`config.mk`:
```
export PLATFORM = sky130hd
export DESIGN_NAME = button_ctrl_array_flat
export DESIGN_NICKNAME = d
export VERILOG_FILES = /design/src/rtl/button_ctrl_array_if.sv /design/src/rtl/button_ctrl_array.sv /design/src/flat_wrapper.sv
export SDC_FILE = /design/constraint.sdc
export NUM_CORES = 1
export LEC_CHECK = 0
export BUFFER_PORTS_ARGS = -buffer_cell sky130_fd_sc_hd__buf_4
export CORE_MARGIN = 5
export CORE_UTILIZATION = 60
export CTS_CLUSTER_SIZE = 25
export DETAILED_ROUTE_END_ITERATION = 8
export PLACE_DENSITY = 0.82
export SYNTH_ARGS = -nofsm -noshare
export SYNTH_HDL_FRONTEND = slang
export SYNTH_SLANG_ARGS = --single-unit
```
`constraint.sdc`:
```
create_clock -name clk -period 5.8 [get_ports clk]
set_input_delay 1.16 -clock clk [delete_from_list [all_inputs] [get_ports clk]]
set_output_delay 1.16 -clock clk [all_outputs]
set_load 0.005 [all_outputs]
```
`src/rtl/button_ctrl_array_if.sv`:
```
// Pad-side and game-side signals of the button front-end, grouped for port use.
interface button_ctrl_array_if #(
  parameter int N_BTN = 5
);
  logic [N_BTN-1:0] btn_in;
  logic [N_BTN-1:0] rep_en;
  logic [N_BTN-1:0] pulse_out;
  logic [N_BTN-1:0] held;
  logic             chord;
  logic [N_BTN-1:0] select;

  modport master (output btn_in, rep_en, input pulse_out, held, chord, select);
  modport slave  (input btn_in, rep_en, output pulse_out, held, chord, select);
endinterface

```
`src/rtl/button_ctrl_array.sv`:
```
// Button front-end: synchronise, debounce, edge-detect and auto-repeat N_BTN raw
// inputs into registered action pulses, masked while a chord is held.
//
//   state  | meaning
//   IDLE   | button released, waiting for debounced press
//   DELAY  | pressed, counting towards the first auto-repeat
//   REPEAT | auto-repeating every REPEAT_RATE cycles
module button_ctrl_array #(
  parameter int N_BTN           = 5,
  parameter int SYNC_STAGES     = 2,
  parameter int DEBOUNCE_CYCLES = 4,
  parameter int REPEAT_DELAY    = 16,
  parameter int REPEAT_RATE     = 4,
  parameter int MAX_ACTIVE      = 1
) (
  input logic               clk,
  input logic               reset,
  button_ctrl_array_if.slave bus
);
  localparam int DCW  = (DEBOUNCE_CYCLES > 1) ? $clog2(DEBOUNCE_CYCLES) : 1;
  localparam int RMAX = (REPEAT_DELAY > REPEAT_RATE) ? REPEAT_DELAY : REPEAT_RATE;
  localparam int RCW  = $clog2(RMAX + 1);
  localparam int PCW  = $clog2(N_BTN + 1);

  typedef enum logic [1:0] {IDLE, DELAY, REPEAT} state_t;

  logic [N_BTN-1:0] sync_q [SYNC_STAGES];
  logic [N_BTN-1:0] sync_d [SYNC_STAGES];
  logic [N_BTN-1:0] held_q, held_d;
  logic [DCW-1:0]   dcnt_q [N_BTN];
  logic [DCW-1:0]   dcnt_d [N_BTN];
  state_t           st_q   [N_BTN];
  state_t           st_d   [N_BTN];
  logic [RCW-1:0]   rcnt_q [N_BTN];
  logic [RCW-1:0]   rcnt_d [N_BTN];
  logic [N_BTN-1:0] raw_pulse;
  logic [N_BTN-1:0] pulse_q, pulse_d;
  logic [N_BTN-1:0] select_q, select_d;
  logic             chord_q, chord_d;
  logic [PCW-1:0]   n_held;
  logic [N_BTN-1:0] s;

  always_comb begin
    sync_d[0] = bus.btn_in;
    for (int k = 1; k < SYNC_STAGES; k++) sync_d[k] = sync_q[k-1];
    s = sync_q[SYNC_STAGES-1];
  end

  always_comb begin
    held_d = held_q;
    for (int i = 0; i < N_BTN; i++) begin
      dcnt_d[i] = '0;
      if (s[i] != held_q[i]) begin
        if (dcnt_q[i] == DCW'(DEBOUNCE_CYCLES - 1)) held_d[i] = s[i];
        else                                         dcnt_d[i] = dcnt_q[i] + 1'b1;
      end
    end
  end

  // Channel FSMs run on the registered held level, so press and release are
  // seen one cycle after the debouncer commits them.
  always_comb begin
    raw_pulse = '0;
    for (int i = 0; i < N_BTN; i++) begin
      st_d[i]   = st_q[i];
      rcnt_d[i] = rcnt_q[i];
      case (st_q[i])
        IDLE: begin
          if (held_q[i]) begin
            raw_pulse[i] = 1'b1;
            rcnt_d[i]    = '0;
            st_d[i]      = DELAY;
          end
        end
        DELAY: begin
          if (!held_q[i]) begin
            st_d[i]   = IDLE;
            rcnt_d[i] = '0;
          end else if (!bus.rep_en[i]) begin
            rcnt_d[i] = '0;
          end else if (rcnt_q[i] == RCW'(REPEAT_DELAY - 1)) begin
            raw_pulse[i] = 1'b1;
            rcnt_d[i]    = '0;
            st_d[i]      = REPEAT;
          end else begin
            rcnt_d[i] = rcnt_q[i] + 1'b1;
          end
        end
        REPEAT: begin
          if (!held_q[i]) begin
            st_d[i]   = IDLE;
            rcnt_d[i] = '0;
          end else if (!bus.rep_en[i]) begin
            st_d[i]   = DELAY;
            rcnt_d[i] = '0;
          end else if (rcnt_q[i] == RCW'(REPEAT_RATE - 1)) begin
            raw_pulse[i] = 1'b1;
            rcnt_d[i]    = '0;
          end else begin
            rcnt_d[i] = rcnt_q[i] + 1'b1;
          end
        end
        default: begin
          st_d[i]   = IDLE;
          rcnt_d[i] = '0;
        end
      endcase
    end
  end

  always_comb begin
    n_held = '0;
    for (int i = 0; i < N_BTN; i++) n_held = n_held + PCW'(held_q[i]);
    chord_d  = (int'(n_held) > MAX_ACTIVE);
    pulse_d  = raw_pulse & {N_BTN{~chord_d}};
    select_d = (pulse_q != '0) ? (pulse_q & (-pulse_q)) : select_q;
  end

  always_ff @(posedge clk) begin
    if (reset) begin
      for (int k = 0; k < SYNC_STAGES; k++) sync_q[k] <= '0;
      for (int i = 0; i < N_BTN; i++) begin
        dcnt_q[i] <= '0;
        st_q[i]   <= IDLE;
        rcnt_q[i] <= '0;
      end
      held_q   <= '0;
      pulse_q  <= '0;
      select_q <= '0;
      chord_q  <= 1'b0;
    end else begin
      for (int k = 0; k < SYNC_STAGES; k++) sync_q[k] <= sync_d[k];
      for (int i = 0; i < N_BTN; i++) begin
        dcnt_q[i] <= dcnt_d[i];
        st_q[i]   <= st_d[i];
        rcnt_q[i] <= rcnt_d[i];
      end
      held_q   <= held_d;
      pulse_q  <= pulse_d;
      select_q <= select_d;
      chord_q  <= chord_d;
    end
  end

  assign bus.pulse_out = pulse_q;
  assign bus.held      = held_q;
  assign bus.chord     = chord_q;
  assign bus.select    = select_q;
endmodule
```
`src/flat_wrapper.sv`:
```
// flat-port wrapper written by rule: the top's interface ports become plain ports
module button_ctrl_array_flat 
#(
  parameter int N_BTN           = 5,
  parameter int SYNC_STAGES     = 2,
  parameter int DEBOUNCE_CYCLES = 4,
  parameter int REPEAT_DELAY    = 16,
  parameter int REPEAT_RATE     = 4,
  parameter int MAX_ACTIVE      = 1
)
  (clk, reset, bus_btn_in, bus_rep_en, bus_pulse_out, bus_held, bus_chord, bus_select);
  button_ctrl_array_if #(.N_BTN(N_BTN)) bus_i ();
  input logic clk;
  input logic reset;
  input wire logic [$bits(bus_i.btn_in)-1:0] bus_btn_in;
  input wire logic [$bits(bus_i.rep_en)-1:0] bus_rep_en;
  output wire logic [$bits(bus_i.pulse_out)-1:0] bus_pulse_out;
  output wire logic [$bits(bus_i.held)-1:0] bus_held;
  output wire logic [$bits(bus_i.chord)-1:0] bus_chord;
  output wire logic [$bits(bus_i.select)-1:0] bus_select;
  assign bus_i.btn_in = bus_btn_in;
  assign bus_i.rep_en = bus_rep_en;
  assign bus_pulse_out = bus_i.pulse_out;
  assign bus_held = bus_i.held;
  assign bus_chord = bus_i.chord;
  assign bus_select = bus_i.select;
  button_ctrl_array #(.N_BTN(N_BTN), .SYNC_STAGES(SYNC_STAGES), .DEBOUNCE_CYCLES(DEBOUNCE_CYCLES), .REPEAT_DELAY(REPEAT_DELAY), .REPEAT_RATE(REPEAT_RATE), .MAX_ACTIVE(MAX_ACTIVE)) u_core (.clk(clk), .reset(reset), .bus(bus_i));
endmodule
```
==> impl_results.md, run 1 <==
* First drt pass iteration count at 5
* CTS HTree Levels at 3
* Tot GR Track Use at 18.4%
* Setup Total Neg Slack at 0 ns
* CP max stage delay at 0.57 ns
* Clock tree from TritonCTS: done
* Number of DRC markers in iteration 0 at 144
* Longest Clk Path Bufs at 2
* Crit-path most repeated cell: sky130_fd_sc_hd__fa_1
* Main synth FF type: sky130_fd_sc_hd__dfxtp_1
* Placer Congestion at 0.811
* Global-route wire length before repair at 11.7 mm
* Instance count after placement with tap cells included at 512
* Clock root buffer master: sky130_fd_sc_hd__clkbuf_8
* Count of fill cells added during filler insertion at 506
* Floorplan Core Area at 0.00628 mm²
* Overall die height at 89.7 µm
* Final count of pins violating max slew at 0
* Leading cell types by count after synthesis: 71 x sky130_fd_sc_hd__dfxtp_1, 47 x sky130_fd_sc_hd__nor2_1, 42 x sky130_fd_sc_hd__nand2_1, 41 x sky130_fd_sc_hd__ha_1, 33 x sky130_fd_sc_hd__inv_1
* Number of instances in the synthesized netlist at 419
* CTS sink count at 71
* Max Fanout on Critical Path at 13
* Register-to-Register Path Depth at 7
* Clock slew at reported path FFs at 0.07 ns
* Startpoint of the lowest-slack hold path: u_core.dcnt_q[0][4]$_SDFF_PP0_
* Count of flip-flops with a built-in enable after synthesis at 0
* Cell-by-cell listing of the critical path: ha_1 > inv_1 > fa_1 > nor2b_1 > fa_1 > or3_1 > nor4b_2
* Part of the total power dissipated in sequential elements at 54.7%
* Leakage power at 1.65 nW
* Critical Path Source Type: flip-flop
* Post-CTS setup-driven buffer insertion count at 0
* Placement Setup Slack at 3.00 ns
* Max Cap Violations at 0
* Antenna diode count at 0
* Antenna violations before repair at 0
* Reg-to-reg endpoint: u_core.bus.pulse_out[0]$_SDFF_PP0_
* Total die area at 0.00804 mm²
* Fraction of power consumed by the clock network at 36.9%
* Worst hold path stage count at 1
* Worst clock skew at 0.00723 ns
* Required time of the critical path at 6.04 ns
* Outcome: finished, final reports clean
* Die Width at 89.7 µm
* Max transition margin at 59.4%
* VDD IR-drop max at 0.124 mV
* Post-synthesis to final-layout area growth at 10.8%
* Cell type of the slowest stage on the worst timing path: sky130_fd_sc_hd__dfxtp_1
* Number of synthesized register bits at 71
* Syn nets at 474
* Initial cell density of the core at 60.7%
* Maximum operating frequency at 356 MHz
* Power density normalized to cell area at 218 mW/mm²
* Fraction of power spent switching nets at 23.7%
* Switching power at 0.218 mW
* Total vias in the final route at 2956
* Pin count of the biggest net entering global routing at 63
* Placed wire-length estimate after detailed placement at 5.19 mm
* Total power at 0.919 mW
* Share of final-layout standard cells stronger than drive strength 1 at 13.6%
* Aggregate global routing overflow at 0
* Sequential cell area fraction in the yosys report at 37.3%
* Avg Vias per Cell at 5.62
* Syn Area/Cell at 9.09 µm²
* RSZ-0062 raised after global routing: false
* Worst R2R Start: u_core.bus.held[0]$_SDFFE_PP0P_
* Number of cells in the finished layout apart from fillers at 526
* Count of unresolved DRC violations after routing at 0
* Placement Rows at 29
* Count of boundary I/O pins at 28
* Count of cells resized by post-cts repair at 0
* Sink of the worst hold path: u_core.dcnt_q[0][4]$_SDFF_PP0_
* Combinational share of power at 8.5%
* Number of unique standard cell types used by synthesis at 39
* Smallest setup slack after layout at 2.99 ns
* Final Hold Fails at 0
* YS warnings at 0
* Detail Route Antenna Nets at 0
* Share of the synthesized area in the top cell type at 37.3%
* CP Data Arrival Time at 3.05 ns
* Kind of end point of the critical path: flip-flop
* Clock period minus final worst setup slack at 2.81 ns
* Post-Syn Area at 0.00381 mm²
* Number of port buffers at 27
* Number of nets in the layout at 501
* Leading post-synthesis cells by cell area: sky130_fd_sc_hd__dfxtp_1 37%, sky130_fd_sc_hd__ha_1 13%, sky130_fd_sc_hd__nor2_1 4.6%
* Hold-fix buffer count after cts at 0
* Total Routed Length at 7.09 mm
* Synth async-reset ratio at 0%
* Worst-margin pin slew at 0.610 ns
* Flop2flop setup slack at 2.99 ns
* Critical Setup Path Class: flip-flop to flip-flop
* Leading area contributor after synthesis: sky130_fd_sc_hd__dfxtp_1
* Internal power contribution at 0.701 mW
* Part of the cycle the worst path needs at 48.4%
* Total setup violations reported at the end of the flow at 0
* Final non-filler cell area at 0.00422 mm²
* Cts bufs inserted at 9
* Placed Area at 0.00406 mm²
* Via count of the first global-routing pass at 2736
* Worst min-delay path class: flip-flop to flip-flop
* Detail-routed net length per standard cell at 13.5 µm
* Most instantiated library cell after synthesis: sky130_fd_sc_hd__dfxtp_1
* Clock insertion delay at the later pin of the skew report at 0.33 ns
-- registers in the layout (all words and copies together), names as in the netlist --
name and flops:
u_core.st_q 10, u_core.bus.chord 1, u_core.bus.pulse_out 5, u_core.bus.held 5, u_core.dcnt_q 10, u_core.bus.select 5, u_core.rcnt_q 25, u_core.sync_q 10
-- worst max-delay path by stage --
stage	from	end	slack [ns]	cells past startpoint
global route	u_core.bus.held[0]$_SDFFE_PP0P_	u_core.bus.pulse_out[1]$_SDFF_PP0_	2.83	7
CTS	u_core.bus.held[0]$_SDFFE_PP0P_	u_core.bus.pulse_out[0]$_SDFF_PP0_	2.97	7
detailed placement	u_core.bus.held[0]$_SDFFE_PP0P_	u_core.bus.pulse_out[0]$_SDFF_PP0_	3.00	7
finish	u_core.bus.held[0]$_SDFFE_PP0P_	u_core.bus.pulse_out[0]$_SDFF_PP0_	2.99	7
global placement	u_core.bus.held[0]$_SDFFE_PP0P_	u_core.bus.pulse_out[0]$_SDFF_PP0_	3.11	7
floorplan	u_core.bus.held[0]$_SDFFE_PP0P_	u_core.bus.pulse_out[0]$_SDFF_PP0_	3.39	7
-- logic make-up (layout without fill, tap and decap cells) --
group                      after synthesis  count (layout)  synth area share, %
buffers and inverters                   44              74                 4.63
adders and majority gates               43              43                 14.5
DFF                                     71              71                 37.3
xor gates and xnor gates                 5               5                 1.15
AOI/OAI and AO/OA                       64              64                 11.9
and+or+nand+nor                        175             175                 25.8
muxes                                   17              17                 4.63
-- worst max-delay path: cells and delay by family, from the launching register on --
family,cells,cell delay [ns]
fa+ha+maj,3,1.14
buf+inv,1,0.07
flops,1,0.57
simple gates,3,0.93
-- placed cells by master, fill, tap and decap left out, drive strengths merged --
cell	n
o31ai	4
ha	41
clkinv	1
mux2i	12
o41ai	1
a21oi	20
or4	1
buf	27
o22ai	2
nand3	18
o21ai	3
nor2b	19
mux2	5
a31oi	18
nand4	7
nor4b	9
inv	33
nand4b	2
nand2	42
fa	2
nor2	47
a32oi	3
a22oi	5
clkbuf	13
a21bo	5
nand3b	7
or3	14
nand2b	1
nor4	2
o32ai	3
nor3b	3
nor3	2
dfxtp	71
and3b	1
xnor2	5
-- routing by layer --
layer / GRT usage (%) / wire [µm] / vias up
li1: - / - / 1518
met1: 21.9 / 3280 / 1375
met2: 31.3 / 3360 / 50
met3: 3.92 / 309 / 13
met4: 9.07 / 146 / 0
met5: 0 / 0 / -
-- final cells by class --
cell class              instances  area [µm²]  share of cell area [%]
multi-input cells             304        2210                    52.4
flip-flops and latches         71        1420                    33.7
repair buffers                 27         203                    4.80
clock buffers                  13         159                    3.77
inverters                      33         124                    2.94
well taps                      77        96.3                    2.28
clock inverters                 1        5.00                   0.119
-- power by group through the flow --
| stage | clock [mW] | combinational, mW | sequential, mW |
|---|---|---|---|
| finish | 0.339 | 0.0777 | 0.502 |
| global route | 0.369 | 0.0859 | 0.503 |
| CTS | 0.346 | 0.0774 | 0.502 |
| detailed placement | 0 | 0.0767 | 0.513 |
| global placement | 0 | 0.0738 | 0.513 |
| floorplan | 0 | 0.0555 | 0.512 |
-- metrics by stage --
stage | hold slack, ns | util [%]
finish | 0.422 | 67.2
detailed placement | 0.413 | 64.6
CTS | 0.428 | 67.2
floorplan | 0.397 | -
global placement | 0.405 | 64.6
global route | 0.438 | 67.2
Power figures use the tool's default switching activity.
==> run 2: changes to the inputs <==
Clock period 5.8 ns to 2.75 ns, I/O delays scaled along.
==> run 2 against run 1 <==
  * Clock power rose to 2.7 times the previous value
  * Die area did not move
  * Combinational power rose by 110%
  * Clock skew fell by 0.0014 ns
  * Fmax rose by 8.7%
  * Total power rose by 130%
  * Sequential cell count did not move
  * Largest power group unchanged
==> impl_results.md, run 2 (synthesis gave the netlist of run 1 again) <==
* Post-CTS setup-driven buffer insertion count at 0 (unchanged)
* Max transition margin at 59.1% (-0.29 points)
* Fraction of power spent switching nets at 23.4% (-0.35 points)
* Worst min-delay path class: input port to flip-flop
* VDD IR-drop max at 0.252 mV (+100%)
* Worst clock skew at 0.00586 ns (-0.00137 ns)
* Clock root buffer master: sky130_fd_sc_hd__clkbuf_8
* Pin count of the biggest net entering global routing at 63 (unchanged)
* Power density normalized to cell area at 497 mW/mm² (+130%)
* CTS HTree Levels at 3 (unchanged)
* Placed wire-length estimate after detailed placement at 5.13 mm (-1.2%)
* Total vias in the final route at 3026 (+2.4%)
* Avg Vias per Cell at 5.68 (+1.0%)
* Overall die height at 89.7 µm (unchanged)
* Outcome: finished, final reports clean
* Placement Setup Slack at 0.189 ns (-2.81 ns)
* Count of boundary I/O pins at 28 (unchanged)
* Clock slew at reported path FFs at 0.08 ns (about the same)
* Tot GR Track Use at 18.9% (+0.51 points)
* Internal power contribution at 1.64 mW (+130%)
* Antenna violations before repair at 0 (unchanged)
* Worst hold margin at 0.406 ns (-0.0165 ns)
* Area occupied by multi-input gates at 0.00221 mm² (unchanged)
* Max Cap Violations at 0 (unchanged)
* Total die area at 0.00804 mm² (unchanged)
* Instance count after placement with tap cells included at 517 (+0.98%)
* Longest Clk Path Bufs at 2 (unchanged)
* Clock period minus final worst setup slack at 2.58 ns (-0.225 ns)
* CP Data Arrival Time at 2.83 ns (-0.22 ns)
* Part of the total power dissipated in sequential elements at 49.4% (-5.3 points)
* Hold-fix buffer count after cts at 0 (unchanged)
* Global-route wire length before repair at 11.8 mm (+1.1%)
* Maximum operating frequency at 387 MHz (+8.7%)
* Cts bufs inserted at 9 (unchanged)
* Via count of the first global-routing pass at 2780 (+1.6%)
* Commonest non-fill, non-tap cells in the layout: 71 x sky130_fd_sc_hd__dfxtp_1, 47 x sky130_fd_sc_hd__nor2_1, 42 x sky130_fd_sc_hd__nand2_1
* Floorplan Core Area at 0.00628 mm² (unchanged)
* Count of fill cells added during filler insertion at 517 (+2.2%)
* Antenna diode count at 0 (unchanged)
* Setup Total Neg Slack at 0 ns (unchanged)
* Count of unresolved DRC violations after routing at 0 (unchanged)
* Max Fanout on Critical Path at 5 (-8)
* Fraction of power consumed by the clock network at 43.0% (+6.1 points)
* Count of cells resized by post-cts repair at 0 (unchanged)
* Smallest setup slack after layout at 0.167 ns (-2.82 ns)
* Switching power at 0.501 mW (+130%)
* First drt pass iteration count at 5 (unchanged)
* Number of port buffers at 27 (unchanged)
* Largest register FFs at 25 (unchanged)
* Register containing the most flip-flops in the final layout: u_core.rcnt_q
* Detail Route Antenna Nets at 0 (unchanged)
* Worst-margin pin slew at 0.614 ns (+0.00442 ns)
* Clock tree from TritonCTS: done
* Cell type of the slowest stage on the worst timing path: sky130_fd_sc_hd__or3_1
* Aggregate global routing overflow at 0 (unchanged)
* Number of cells in the finished layout apart from fillers at 533 (+1.3%)
* Die Width at 89.7 µm (unchanged)
* Total Routed Length at 7.23 mm (+1.9%)
* Detail-routed net length per standard cell at 13.6 µm (+0.58%)
* Critical Path Source Type: flip-flop
* Post-synthesis to final-layout area growth at 13.3%
* Critical Setup Path Class: flip-flop to flip-flop
* Placement Rows at 29 (unchanged)
* CP max stage delay at 0.51 ns (-0.06 ns)
* Final count of pins violating max slew at 0 (unchanged)
* CTS sink count at 71 (unchanged)
* Total setup violations reported at the end of the flow at 0 (unchanged)
* Initial cell density of the core at 60.7% (unchanged)
* Crit-path most repeated cell: sky130_fd_sc_hd__fa_1
* Most common cell after layout, fill and taps aside: sky130_fd_sc_hd__dfxtp_1
* Cell-by-cell listing of the critical path: ha_1 > inv_1 > fa_1 > nor2b_1 > fa_1 > or3_1 > nor4_1
* Placer Congestion at 0.803 (-0.97%)
* Combinational share of power at 7.7% (-0.8 points)
* Part of the cycle the worst path needs at 93.9% (+46 points)
* Final Hold Fails at 0 (unchanged)
* Kind of end point of the critical path: flip-flop
* RSZ-0062 raised after global routing: false
* Leakage power at 1.70 nW (+3.5%)
* Sequential Area at 0.00142 mm² (unchanged)
* Share of final-layout standard cells stronger than drive strength 1 at 15.4% (+1.8 points)
* Number of nets in the layout at 506 (+1.0%)
* Clock insertion delay at the later pin of the skew report at 0.35 ns (+0.02 ns)
* Number of DRC markers in iteration 0 at 109 (-24%)
* Required time of the critical path at 3.00 ns (-3.04 ns)
* Core occupancy in the finished layout at 68.7% (+1.5 points)
-- run 2: layout make-up --
cell class	count	share of cell area, %
multi-input cells	304	51.3
clock buffers	10	3.19
inverters	33	2.87
repair buffers	32	5.57
well taps	77	2.23
flip-flops and latches	71	32.9
clock inverters	6	1.94
-- run 2: routing by layer --
layer  GRT usage [%]  part of all wire [%]  up-vias
li1                -                     -     1527
met1            22.1                    46     1439
met2            32.6                    48       45
met3            2.74                   3.2       15
met4            11.2                   2.5        0
met5               0                     0        -
-- run 2: final timing paths --
path	end	slack [ns]	from	depth (start not counted)
worst max-delay path	u_core.bus.pulse_out[4]$_SDFF_PP0_	0.17	u_core.bus.held[0]$_SDFFE_PP0P_	7
worst min-delay path	u_core.sync_q[0][3]$_SDFF_PP0_	0.41	bus_btn_in[3]	2
worst max register to register	u_core.bus.pulse_out[4]$_SDFF_PP0_	0.17	u_core.bus.held[0]$_SDFFE_PP0P_	7
worst min register to register	u_core.dcnt_q[0][8]$_SDFF_PP0_	0.42	u_core.dcnt_q[0][8]$_SDFF_PP0_	1
-- run 2: metrics by stage --
stage               area [µm²]  power [mW]
global placement          4090        1.24
floorplan                 3810        1.20
CTS                       4320        2.17
finish                    4320        2.14
detailed placement        4090        1.24
global route              4320        2.23
-- run 2: worst max-delay path, delay by kind of cell, from the launching register on --
family                     cells  cell delay [ns]
adders and majority gates      3             1.15
and+or+nand+nor                3             0.94
DFF                            1             0.32
buffers and inverters          1             0.08
-- run 2: power groups by stage --
stage               Sequential (mW)  Clock (mW)  Combinational [mW]
floorplan                      1.08           0               0.117
global placement               1.08           0               0.157
detailed placement             1.08           0               0.162
CTS                            1.06       0.945               0.163
global route                   1.06       0.984               0.182
finish                         1.06       0.922               0.164
